===== src/rtl/param_serial_sub.sv =====
// Bit-serial subtractor: A - B one bit per clock, LSB first.
// Result is {borrow_out, diff} with a signed-overflow flag.
module param_serial_sub #(
   parameter int WIDTH = 4
) (
   input  logic             clk,
   input  logic             rst_n,
   input  logic             start,
   input  logic [WIDTH-1:0] A,
   input  logic [WIDTH-1:0] B,
   output logic             busy,
   output logic             done,
   output logic [WIDTH:0]   result,
   output logic             ovf
);

   localparam int CW = $clog2(WIDTH) + 1;
   localparam logic [CW-1:0] LAST = CW'(WIDTH - 1);

   localparam logic [1:0] IDLE = 2'd0;
   localparam logic [1:0] RUN  = 2'd1;
   localparam logic [1:0] DONE = 2'd2;

   logic [1:0]       state;
   logic [WIDTH-1:0] sa;
   logic [WIDTH-1:0] sb;
   logic [WIDTH-1:0] sd;
   logic [WIDTH-1:0] sd_nx;
   logic [CW-1:0]    cnt;
   logic             borrow;
   logic             borrow_nx;
   logic             d;
   logic             a_msb;
   logic             b_msb;

   always_comb begin
      d         = sa[0] ^ sb[0] ^ borrow;
      borrow_nx = (~sa[0] & sb[0]) | (~(sa[0] ^ sb[0]) & borrow);
      // diff bits enter at the top so the LSB ends at bit 0
      sd_nx            = sd >> 1;
      sd_nx[WIDTH-1]   = d;
   end

   assign busy = (state == RUN);
   assign done = (state == DONE);

   always_ff @(posedge clk or negedge rst_n) begin
      if (!rst_n) begin
         state  <= IDLE;
         sa     <= '0;
         sb     <= '0;
         sd     <= '0;
         cnt    <= '0;
         borrow <= 1'b0;
         a_msb  <= 1'b0;
         b_msb  <= 1'b0;
         result <= '0;
         ovf    <= 1'b0;
      end else begin
         case (state)
            RUN: begin
               sa     <= sa >> 1;
               sb     <= sb >> 1;
               sd     <= sd_nx;
               borrow <= borrow_nx;
               cnt    <= cnt + 1'b1;
               if (cnt == LAST) begin
                  state  <= DONE;
                  result <= {borrow_nx, sd_nx};
                  ovf    <= (a_msb ^ b_msb)
                          & (a_msb ^ sd_nx[WIDTH-1]);
               end
            end
            default: begin
               if (start) begin
                  sa     <= A;
                  sb     <= B;
                  sd     <= '0;
                  cnt    <= '0;
                  borrow <= 1'b0;
                  a_msb  <= A[WIDTH-1];
                  b_msb  <= B[WIDTH-1];
                  state  <= RUN;
               end else begin
                  state  <= IDLE;
               end
            end
         endcase
      end
   end

endmodule


===== config.mk =====
export PLATFORM = sky130hd
export DESIGN_NAME = param_serial_sub
export DESIGN_NICKNAME = d
export VERILOG_FILES = /design/src/rtl/param_serial_sub.sv
export SDC_FILE = /design/constraint.sdc
export NUM_CORES = 1
export LEC_CHECK = 0
export ABC_AREA = 1
export ABC_CLOCK_PERIOD_IN_PS = 1900
export BUFFER_PORTS_ARGS = -buffer_cell sky130_fd_sc_hd__clkbuf_2
export CORE_MARGIN = 4
export CORE_UTILIZATION = 40
export DETAILED_ROUTE_END_ITERATION = 8
export PLACE_DENSITY_LB_ADDON = 0.15
export REMOVE_ABC_BUFFERS = 1
export SLEW_MARGIN = 20
export SYNTH_ARGS = -nofsm -noshare
export SYNTH_HDL_FRONTEND = slang
export SYNTH_SLANG_ARGS = --single-unit

===== constraint.sdc =====
create_clock -name clk -period 1.9 [get_ports clk]
set_input_delay 0.19 -clock clk [delete_from_list [all_inputs] [get_ports clk]]
set_output_delay 0.19 -clock clk [all_outputs]
set_load 0.02 [all_outputs]

==> flow_metrics.py <==
metrics = {
    "sta": {
        "rsz0062_at_grt": "no",
        "max_freq_mhz": 655,
        "slew_headroom": 0.578,
        "setup_ws_ns": 0.374,
        "finalHoldViolCount": 0,
        "slew_violations": 0,
        "clock_skew_ns": 0.00992,
        "period_share": 0.803,
        "setup_viol": 0,
        "worst_hold_slack_ns": 0.0682,
        "min_period_ns": 1.53,
        "tightest_slew_ns": 0.634,
        "fin_setup_tns_ns": 0,
    },
    "layout": {
        "finish.instance_area_mm2": 0.00125,
        "layout-drive-gt1-share": 0.222,
        "area_delta_synth_final_pct": 13.1,
        "diodes": 0,
        "nets": 159,
    },
    "clock_tree": {
        "clkSinkCount": 25,
        "numCtsBuffers": 3,
        "clock_path_buffers": 2,
        "clk_latency_ns": 0.33,
        "cts_resized": 0,
        "cts_tree": "done",
        "htree_levels": 1,
        "cts_hold_buf": 1,
        "path_clk_slew_ns": 0.15,
        "root_buffer": "clkbuf_4",
        "cts_setup_buffers": 0,
    },
    "die": {
        "chipWidth_um": 60.5,
        "rows": 18,
        "start_util": 0.433,
        "core_area_mm2": 0.00254,
        "die_y_um": 60.5,
        "ioPinCount": 19,
        "die_area_mm2": 0.00366,
    },
    "synth": {
        "avgSynthCellArea_um2": 8.89,
        "yosys-top-cells-area": "dfrtp_1 57%, nand2_1 17%, nand3_1 8.6%",
        "yosys_warnings": 0,
        "ys_seq_area_frac": 0.568,
        "synth_area_mm2": 0.00110,
        "synth-seq-cells": 25,
        "yosysTopAreaCell": "dfrtp_1",
        "ys_types": 18,
        "synthCells": 124,
        "synth.top_cell.area_share": 0.568,
    },
    "place": {
        "place_worst_setup_slack_ns": 0.536,
        "placed_area_mm2": 0.00121,
        "routabilityCongestion": 0.706,
        "io_buffers": 18,
        "dp_hpwl_mm": 1.40,
    },
    "job": {
        "max_cap_violations": 0,
    },
    "min_path": {
        "worstHoldStart": "A[3]",
        "holdCritPathClass": "in -> reg",
    },
    "critical_path": {
        "cp-end-kind": "output port",
        "r2r_cells": 6,
        "critPathLaunchType": "flop",
        "endpoint": "busy",
        "cp_max_fo": 14,
        "r2r-end": "ovf",
        "reg2reg_slack_ns": 0.52,
        "cp.arrival_ns": 1.34,
        "r2r_start": "sa[0]",
        "path_class": "reg -> out",
        "critPathLaunch": "state[0]",
        "cp.required_ns": 1.71,
    },
    "routing": {
        "drt_iter0_drc": 26,
        "via_per_inst": 4.82,
        "drc_errors": 0,
        "drt_first_pass_iters": 4,
        "wl_mm": 1.99,
        "postRouteAntennaNets": 0,
        "vias": 839,
        "wl_per_cell_um": 11.4,
    },
    "global_route": {
        "grt_overflow": 0,
        "antenna_found_initial": 0,
        "grt_max_degree": 26,
        "grt_pass1_vias": 792,
        "grt_usage": 0.125,
        "grt_pass1_wl_mm": 3.43,
    },
    "power_and_ir_drop": {
        "pwr_density_cell_mw_per_mm2": 1590,
        "peakVddDrop_uv": 770,
        "power_mw": 1.98,
        "power.leakage_nw": 0.689,
    },
    "status": {
        "status": "finished, final reports clean",
    },
}
-- critical path, cell delays in order (launching register included) --
cell,delay (ns)
dfrtp_1,0.45
inv_2,0.06
nor2_4,0.27
clkbuf_2,0.24
-- synth_stat cells --
cell type  number
nand2_1        51
buf_2           1
buf_6           1
nor2_1          4
ha_1            2
o21ai_2         1
o21ai_0         1
nor2_4          2
a21oi_1         1
buf_4           1
inv_1           7
inv_2           4
nand2_4         1
dfrtp_1        25
nand2_2         1
nand3_1        19
fa_1            1
or2_2           1
-- cells in the final DEF (no fill, tap or decap) --
cell type	n
a21oi_1	1
clkbuf_2	18
clkbuf_4	3
clkinvlp_4	1
dfrtp_1	25
dlygate4sd3_1	1
fa_1	1
ha_1	2
inv_1	7
inv_2	4
nand2_1	51
nand2_2	1
nand2_4	1
nand3_1	19
nor2_1	4
nor2_4	2
o21ai_0	1
o21ai_2	1
or2_2	1
-- how the worst min path moves through the flow --
stage               endpoint  cells past startpoint
detailed placement    cnt[2]                      1
floorplan              a_msb                      0
global route           sa[3]                      3
CTS                    sa[3]                      3
global placement      cnt[2]                      1
finish                 sa[3]                      3
-- per-layer routing --
metal	part of all wire	GRT usage	vias to the layer above
li1	-	-	426
met1	0.48	0.162	388
met2	0.44	0.207	21
met3	0.062	0.0255	4
met4	0.013	0.0464	0
met5	0	0	-
-- cell type report --
class	instances	area, um^2
clock buffer	3	22.5
inverter	11	41.3
multi-input combinational	85	412
fill	249	1300
timing repair buffer	19	100
sequential	25	626
tap	30	37.5
clock inverter	1	7.51
-- power by group --
| part | switching (mW) | leakage [nW] | internal, mW | total, mW |
|---|---|---|---|---|
| combinational | 0.542 | 0.355 | 0.302 | 0.844 |
| clock | 0.172 | 0.0139 | 0.0806 | 0.253 |
| sequential | 0.130 | 0.319 | 0.751 | 0.881 |
-- stage by stage --
step	cells	util
2_1_floorplan	121	-
3_3_place_gp	169	0.474
3_5_place_dp	169	0.474
4_1_cts	174	0.490
5_1_grt	174	0.490
6_report	174	0.490
-- kinds of logic after synthesis --
| group | after synthesis | synth area share |
|---|---|---|
| AO/OA/AOI/OAI | 3 | 0.0170 |
| adder cells (fa/ha/maj) | 3 | 0.0409 |
| buffers and inverters | 14 | 0.0590 |
| flip-flops | 25 | 0.568 |
| AND/OR/NAND/NOR | 79 | 0.316 |
-- flip-flops by register name, indices dropped and copies added, names as in the netlist --
name    count
sb          4
result      5
b_msb       1
borrow      1
ovf         1
state       2
cnt         3
sd          3
sa          4
a_msb       1
(Power assumes the default switching activity.)
